==> src/rtl/mispredict_recovery_ctrl.sv <==
// Branch-mispredict recovery sequencer: walks the ROB youngest-to-branch undoing renames, rewinds the tail, flips epoch, redirects fetch.
// Optional RECOVERY_PERF_CNT_EN adds saturating recovery and walk-cycle counters.
module mispredict_recovery_ctrl #(
  parameter int ROB_SIZE = 16,
  parameter int ROB_W    = $clog2(ROB_SIZE),
  parameter int PHYS_W   = 6
) (
  input  logic              clk,
  input  logic              rst_n,
  input  logic              mp_valid,
  input  logic [ROB_W-1:0]  mp_rob_idx,
  input  logic              mp_epoch,
  input  logic [31:0]       mp_target_pc,
  input  logic [ROB_W-1:0]  rob_head,
  input  logic [ROB_W-1:0]  rob_tail,
  output logic [ROB_W-1:0]  walk_rd_idx,
  input  logic              walk_uses_rd,
  input  logic [4:0]        walk_rd_arch,
  input  logic [PHYS_W-1:0] walk_pd_old,
  input  logic [PHYS_W-1:0] walk_pd_new,
  output logic              rat_wr_valid,
  output logic [4:0]        rat_wr_arch,
  output logic [PHYS_W-1:0] rat_wr_phys,
  output logic              fl_push_valid,
  output logic [PHYS_W-1:0] fl_push_pd,
  output logic              rob_tail_wr_valid,
  output logic [ROB_W-1:0]  rob_tail_wr_idx,
  output logic              epoch,
  output logic              stall_alloc,
  output logic              redirect_valid,
  output logic [31:0]       redirect_pc,
  input  logic              redirect_ready,
`ifdef RECOVERY_PERF_CNT_EN
  output logic [31:0]       perf_recoveries,
  output logic [31:0]       perf_walk_cycles,
`endif
  output logic              busy
);

  typedef enum logic [1:0] {IDLE, WALK, FIXUP, REDIRECT} state_t;

  localparam logic [ROB_W-1:0] ONE = ROB_W'(1);

  state_t            state_q, state_d;
  logic [ROB_W-1:0]  stop_q, stop_d;
  logic [ROB_W-1:0]  cursor_q, cursor_d;
  logic [31:0]       pc_q, pc_d;
  logic              epoch_q, epoch_d;
  logic              report_ok;
  logic              report_older;
  logic [ROB_W-1:0]  mp_age, stop_age, eff_stop;

  // Ages are head-relative so the comparison survives index wrap-around.
  assign report_ok    = mp_valid && (mp_epoch == epoch_q);
  assign mp_age       = mp_rob_idx - rob_head;
  assign stop_age     = stop_q - rob_head;
  assign report_older = mp_age < stop_age;
  assign epoch        = epoch_q;
  assign busy         = (state_q != IDLE);

  always_ff @(posedge clk or negedge rst_n) begin
    if (!rst_n) begin
      state_q  <= IDLE;
      stop_q   <= '0;
      cursor_q <= '0;
      pc_q     <= '0;
      epoch_q  <= 1'b0;
    end else begin
      state_q  <= state_d;
      stop_q   <= stop_d;
      cursor_q <= cursor_d;
      pc_q     <= pc_d;
      epoch_q  <= epoch_d;
    end
  end

  always_comb begin
    state_d           = state_q;
    stop_d            = stop_q;
    cursor_d          = cursor_q;
    pc_d              = pc_q;
    epoch_d           = epoch_q;
    eff_stop          = stop_q;
    walk_rd_idx       = '0;
    rat_wr_valid      = 1'b0;
    rat_wr_arch       = '0;
    rat_wr_phys       = '0;
    fl_push_valid     = 1'b0;
    fl_push_pd        = '0;
    rob_tail_wr_valid = 1'b0;
    rob_tail_wr_idx   = '0;
    redirect_valid    = 1'b0;
    redirect_pc       = '0;
    stall_alloc       = busy;
    case (state_q)
      IDLE: begin
        if (report_ok) begin
          stop_d      = mp_rob_idx;
          pc_d        = mp_target_pc;
          cursor_d    = rob_tail - ONE;
          state_d     = WALK;
          stall_alloc = 1'b1;
        end
      end
      WALK: begin
        walk_rd_idx = cursor_q;
        // An older branch arriving now takes effect this cycle, so the entry under the cursor is undone too.
        if (report_ok && report_older) begin
          stop_d   = mp_rob_idx;
          pc_d     = mp_target_pc;
          eff_stop = mp_rob_idx;
        end
        if (cursor_q == eff_stop) begin
          state_d = FIXUP;
        end else begin
          cursor_d = cursor_q - ONE;
          if (walk_uses_rd) begin
            rat_wr_valid  = 1'b1;
            rat_wr_arch   = walk_rd_arch;
            rat_wr_phys   = walk_pd_old;
            fl_push_valid = 1'b1;
            fl_push_pd    = walk_pd_new;
          end
        end
      end
      FIXUP: begin
        rob_tail_wr_valid = 1'b1;
        rob_tail_wr_idx   = stop_q + ONE;
        epoch_d           = ~epoch_q;
        state_d           = REDIRECT;
      end
      REDIRECT: begin
        redirect_valid = 1'b1;
        redirect_pc    = pc_q;
        if (redirect_ready) state_d = IDLE;
      end
      default: state_d = IDLE;
    endcase
  end

`ifdef RECOVERY_PERF_CNT_EN
  always_ff @(posedge clk or negedge rst_n) begin
    if (!rst_n) begin
      perf_recoveries  <= '0;
      perf_walk_cycles <= '0;
    end else begin
      if (state_q == FIXUP && perf_recoveries != '1)
        perf_recoveries <= perf_recoveries + 32'd1;
      if (state_q == WALK && perf_walk_cycles != '1)
        perf_walk_cycles <= perf_walk_cycles + 32'd1;
    end
  end
`endif

endmodule

==> config.mk <==
export PLATFORM = sky130hd
export DESIGN_NAME = mispredict_recovery_ctrl
export DESIGN_NICKNAME = d
export VERILOG_FILES = /design/src/rtl/mispredict_recovery_ctrl.sv
export SDC_FILE = /design/constraint.sdc
export NUM_CORES = 1
export LEC_CHECK = 0
export ABC_CLOCK_PERIOD_IN_PS = 3700
export BUFFER_PORTS_ARGS = -buffer_cell sky130_fd_sc_hd__buf_2
export CAP_MARGIN = 20
export CORE_UTILIZATION = 37
export CTS_CLUSTER_DIAMETER = 30
export CTS_CLUSTER_SIZE = 28
export DETAILED_ROUTE_END_ITERATION = 7
export GPL_TIMING_DRIVEN = 0
export PLACE_DENSITY = 0.69
export SKIP_LAST_GASP = 1
export SYNTH_ARGS = -nofsm -noshare
export SYNTH_HDL_FRONTEND = slang
export SYNTH_SLANG_ARGS = --single-unit
==> constraint.sdc <==
create_clock -name clk -period 3.7 [get_ports clk]
set_input_delay 0.74 -clock clk [delete_from_list [all_inputs] [get_ports clk]]
set_output_delay 0.74 -clock clk [all_outputs]
set_load 0.01 [all_outputs]
==> results of run 1 <==
## cell usage in the layout (no fill, tap or decap), types with 2 or more instances in the layout
cell,Yosys,final
nand2_1,4,4
a32oi_1,2,2
mux2i_1,2,2
nor4_1,3,3
o21ai_0,7,7
o211ai_1,2,2
nand3_1,2,2
clkbuf_1,4,4
clkbuf_8,0,6
nor2b_1,2,2
dfrtp_1,43,42
inv_1,18,13
xnor2_1,7,7
and2_4,9,15
and3_4,2,2
a21o_1,2,2
buf_12,0,2
ha_4,0,2
nor2_1,5,5
fa_1,2,2
mux2_2,35,35
buf_4,2,9
a21oi_1,5,4
xor2_1,13,13
and2_1,43,37
buf_2,6,116
ha_1,16,13
nand4_1,2,2
nor3_1,2,2
inv_2,0,4
buf_6,2,22
## critical path: stages
cell	delay, ns
buf_12	0.09
inv_12	0.03
ha_4	0.15
fa_1	0.47
inv_1	0.04
ha_2	0.17
or3b_4	0.37
o2111ai_2	0.08
and3_4	0.23
mux2i_4	0.23
and3_4	0.25
buf_6	0.12
and2_4	0.14
buf_6	0.09
## registers in the layout (all words and copies together), names as in the netlist
signal / count
pc_q: 32
epoch: 1
stop_q: 4
cursor_q: 4
state_q: 2
## per-stage QoR
stage	total power, mW	instances
floorplan	2.06	250
global placement	2.51	476
detailed placement	2.57	476
CTS	3.10	490
global route	3.36	494
finish	3.11	494
## area by class of cell
| type | count | area [um^2] |
|---|---|---|
| Fill cell | 606 | 3050 |
| Timing Repair Buffer | 141 | 891 |
| Multi-Input combinational cell | 175 | 1540 |
| Tap cell | 96 | 120 |
| Clock buffer | 6 | 82.6 |
| Clock inverter | 2 | 35.0 |
| Buffer | 13 | 75.1 |
| Inverter | 18 | 80.1 |
| Sequential cell | 43 | 1080 |
## path summary, 6_finish.rpt
path                             endpoint  slack [ns]  cells past startpoint
hold / removal                    pc_q[5]        0.50                      1
max in group asynchronous       stop_q[0]        2.47                      1
setup reg to reg                 pc_q[27]        0.47                     12
setup / recovery           rat_wr_phys[3]       -0.24                     14
hold reg to reg                   pc_q[5]        0.50                      1
min in group asynchronous        pc_q[16]        0.59                      1
## routing by layer
metal	wire length, um	vias to the layer above
met5	0	-
met4	150	0
met3	539	13
met2	3240	105
met1	2580	1070
li1	-	1121
## timing repair
action                     in CTS  in global routing
pin swaps                      14                  6
resized for setup              38                  8
buffers inserted                6                  4
setup endpoints to repair      19                 19
gates cloned                    1                  0
## logic make-up after synthesis
logic type	after synthesis	share of synthesized area, %
xor gates and xnor gates	20	6.47
and+or+nand+nor	77	18.2
buffers and inverters	32	5.54
adders and majority gates	18	8.87
muxes	38	16.1
DFF	43	39.7
AOI/OAI and AO/OA	22	5.08
## report_power, final
group | total [mW] | internal [mW] | switching, mW
sequential | 0.869 | 0.722 | 0.146
combinational | 1.86 | 0.991 | 0.869
clock | 0.381 | 0.218 | 0.163
==> run metrics, run 1 <==
outcome=finished with violations; failing checks=setup timing; Setup CP Type=primary input to output pin; RSZ-0062 raised after global routing=true; core area=~0.0069 mm^2; dominant synthesized flop cell=dfrtp_1; Synth area leaders=dfrtp_1 (40%), mux2_2 (15%), and2_1 (9.9%); crit path time final=just under 4 ns; Slew headroom=between 30 and 40%; Ports=131; Avg WL per Cell=between 10 and 15 um; peak supply drop=~0.47 mV; cells after synthesis=250; Hold WC Path Type=flop to flop; final setup violation count=19; GRT busiest layer=met2; Critical Path AT=approximately 3.2 ns; initial antenna violation count=0; CP Launch Point=mp_rob_idx[0]; Yosys cell types=35; RR Startpoint=stop_q[1]; EDFF count, synth=0; via count=2,309; Root Buffer=clkbuf_8; Die H=87.5 um; total grt overflow=0; warnings from Yosys=0; first-pass GRT wire length=between 10,000 and 15,000 um; Skew-Pair Late Insertion Delay=0.30 ns; Final Worst Setup Slack=-0.240 ns; worst-path maximum fanout=6; standard-cell rows=30; area fraction of the dominant cell type after synthesis=about two fifths; FF+latch count, synth=43; measured slew at the worst slew-check pin=~0.96 ns; initial core utilization=about two fifths; synthesized net count=around 340; drt total wl=approximately 6500 um; CP endpoint kind=output pin; via density per instance=around 4.7; Clock Skew=~0.0074 ns; HPWL after DPL=around 4900 um; Hold Startpoint=pc_q[5]; post-synthesis area per instance=10.8 um^2; Iter 0 DRT Violations=32; TritonCTS clock tree=built; IO buf count=130; Detail Route Antenna Nets=0; Power Density=between 700 and 800 mW/mm^2; drc violations=0; Synth area leader=dfrtp_1; final hold viol count=0; hold_buf cts=0; final hold slack=just over 0.5 ns; fraction of registers with async set/reset=100%; drt first pass iters=4; Die Wd=around 88 um; H-Tree Depth=2; cell area after synthesis=roughly 0.0027 mm^2; Pleak=slightly above 2 nW; fin util=a little under three fifths; DP Worst Slack=-0.689 ns; fin area=just under 0.004 mm^2; Max Clock Freq=254 MHz; Area after DPL=roughly 0.0035 mm^2; met3 GRT Util=~4.5%; most common library cells after synthesis=and2_1 (43), dfrtp_1 (43), mux2_2 (35); clock-pin slew on the worst setup and hold paths=around 0.08 ns; Die ar.=~0.0077 mm^2; clock sink count=43; Setup TNS=-4.07 ns; diode count=0; final slew viol count=0; Max clock buf depth=2; Final Wtd Congestion=about 0.77; total CTS buffers=5; P&R area growth vs syn=43.9%; fin crit share=106%; worst endpoint required time=around 3.0 ns; met1 Usage GRT=around 18%; vias in the first global route=between 2k and 2.5k; CP Launch Type=primary input; share of cells above drive strength 1=between 50% and 60%; total global-route track usage=between 10% and 20%; met2 usage=about a third; final-stage net count=482; max-cap violations=0; post-synthesis sequential area ratio=around two fifths; largest net degree at the start of global routing=44
Power figures use the tool's default switching activity.
==> inputs of run 2 (changes only) <==
Settings changed: CORE_UTILIZATION 37 to 30, PLACE_DENSITY 0.69 to 0.68.
==> run 2 against run 1 <==
Critical endpoint is now rat_wr_arch[3]. Clock-buffer cell count stayed put. Sequential share of layout area hardly changed. Largest power group unchanged. Clock skew fell by 0.00078 ns. Non-clock buffer count unchanged. Final cell count up 2.4%. Worst hold slack got worse by 0.26 ns. Highest routed layer unchanged. The run still ends with setup timing left. Die area up 23%. Critical path type unchanged.
==> run metrics, run 2 (synthesis results as in run 1) <==
via density per instance=approximately 4.6; Die ar.=0.00941 mm^2; Slowest cell on crit path=fa_1; share of cells above drive strength 1=~55%; crit path time final=3.99 ns; Final Worst Setup Slack=-0.288 ns; cells along the critical path=buf_12, inv_12, ha_4, fa_1, inv_1, ha_2, or3b_1, o2111ai_2, and3_4, mux2i_4, and3_4, buf_6, and2_4, buf_6; Iter 0 DRT Violations=70; Area after DPL=0.00352 mm^2; Clock Skew=around 0.0067 ns; max reg flops=32; Die Wd=just under 100 um; worst endpoint required time=2.96 ns; clock sink count=43; drt first pass iters=4; CP Launch Type=primary input; Power Density=~800 mW/mm^2; HPWL after DPL=between 4000 and 5000 um; failing checks=setup timing; Avg WL per Cell=13.0 um; initial antenna violation count=0; outcome=finished with violations; Critical Path AT=roughly 3.3 ns; final hold slack=between 0.2 and 0.25 ns; Slew headroom=61.3%; RSZ-0062 raised after global routing=true; CP max stage delay=approximately 0.47 ns; worst-path maximum fanout=5; first-pass GRT wire length=approximately 11,000 um; drc violations=0; drt total wl=~6600 um; measured slew at the worst slew-check pin=about 0.57 ns; via count=around 2.3k; fin crit share=108%; P&R area growth vs syn=44.0%; Root Buffer=clkbuf_8; initial core utilization=a little under a third; total global-route track usage=between 10% and 20%; Critical Path Sink=rat_wr_arch[3]; peak supply drop=0.336 mV; most common cell after layout, fill and taps aside=buf_2; Hold WC Path Type=primary input to asynchronous set/reset pin; fin area=roughly 0.004 mm^2; top flop regs=pc_q (32), cursor_q (4), stop_q (4); Setup CP Type=primary input to output pin; hold_buf cts=0; standard-cell rows=34; final setup violation count=19; worst r2r dst=pc_q[29]; final-stage net count=482; IO buf count=130; vias in the first global route=~2.3k; total grt overflow=0; H-Tree Depth=2; Max Clock Freq=around 250 MHz; CP endpoint kind=output pin; final hold viol count=0; Skew-Pair Late Insertion Delay=~0.29 ns; Max clock buf depth=2; most frequent cells in the layout=buf_2 (118), dfrtp_1 (42), and2_1 (38); fin util=around 45%; CP Launch Point=mp_rob_idx[0]; clock-pin slew on the worst setup and hold paths=around 0.08 ns; Final Wtd Congestion=about 0.76; DP Worst Slack=-0.672 ns; Detail Route Antenna Nets=0; max-cap violations=0; reg2reg path depth=12; flop2flop setup slack=just over 0.4 ns; TritonCTS clock tree=built; Ports=131; Die H=a little under 100 um; diode count=0; Pleak=between 2 and 2.5 nW; total CTS buffers=5; final slew viol count=0; Reg with most FFs=pc_q; largest net degree at the start of global routing=44; core area=slightly below 0.009 mm^2; RR Startpoint=stop_q[1]
-- run 2: area by class of cell --
cell class | instances | area, um^2
timing repair buffer | 141 | 887
sequential | 43 | 1080
multi-input combinational | 175 | 1530
tap | 108 | 135
clock inverter | 2 | 35.0
fill | 864 | 4820
buffer | 13 | 75.1
inverter | 18 | 80.1
clock buffer | 6 | 82.6
-- run 2: where the power goes --
group / switching [mW] / total [mW] / internal, mW
registers: 0.145 / 0.867 / 0.722
clock network: 0.160 / 0.379 / 0.219
logic: 0.868 / 1.84 / 0.972
-- run 2: metal layers --
| layer | up-vias | GRT usage [%] | wire length, um |
|---|---|---|---|
| li1 | 1126 | - | - |
| met1 | 1072 | 16.6 | 2600 |
| met2 | 104 | 25.2 | 3350 |
| met3 | 4 | 3.54 | 580 |
| met4 | 0 | 3.44 | 46 |
| met5 | - | 0 | 0 |
-- run 2: per-stage QoR --
stage / std cells / TNS (ns) / power (mW)
after floorplan: 250 / -2.03 / 2.06
after global placement: 488 / -10.97 / 2.52
after detailed placement: 488 / -11.24 / 2.59
after CTS: 502 / -4.38 / 3.09
after global routing: 506 / -6.70 / 3.35
final: 506 / -4.80 / 3.09
-- run 2: repair_timing --
item / CTS / global route
cloned: 1 / 0
endpoints found under the hold margin: 0 / 0
pin swaps: 12 / 3
resized for setup: 33 / 5
endpoints found under the setup margin: 19 / 19
buffers inserted: 6 / 3
-- run 2: worst max-delay path: cells and delay by family --
family	cells	cell delay [ns]
buf+inv	5	0.38
compound gates	1	0.09
fa+ha+maj	3	0.79
simple gates	4	1.00
mux	1	0.24
-- run 2: worst min path at each step --
stage | from | end | depth (start not counted)
finish | rst_n | pc_q[25] | 1
floorplan | rst_n | cursor_q[0] | 0
detailed placement | pc_q[6] | pc_q[6] | 1
global placement | pc_q[31] | pc_q[31] | 1
CTS | pc_q[8] | pc_q[8] | 1
global route | rst_n | pc_q[25] | 1
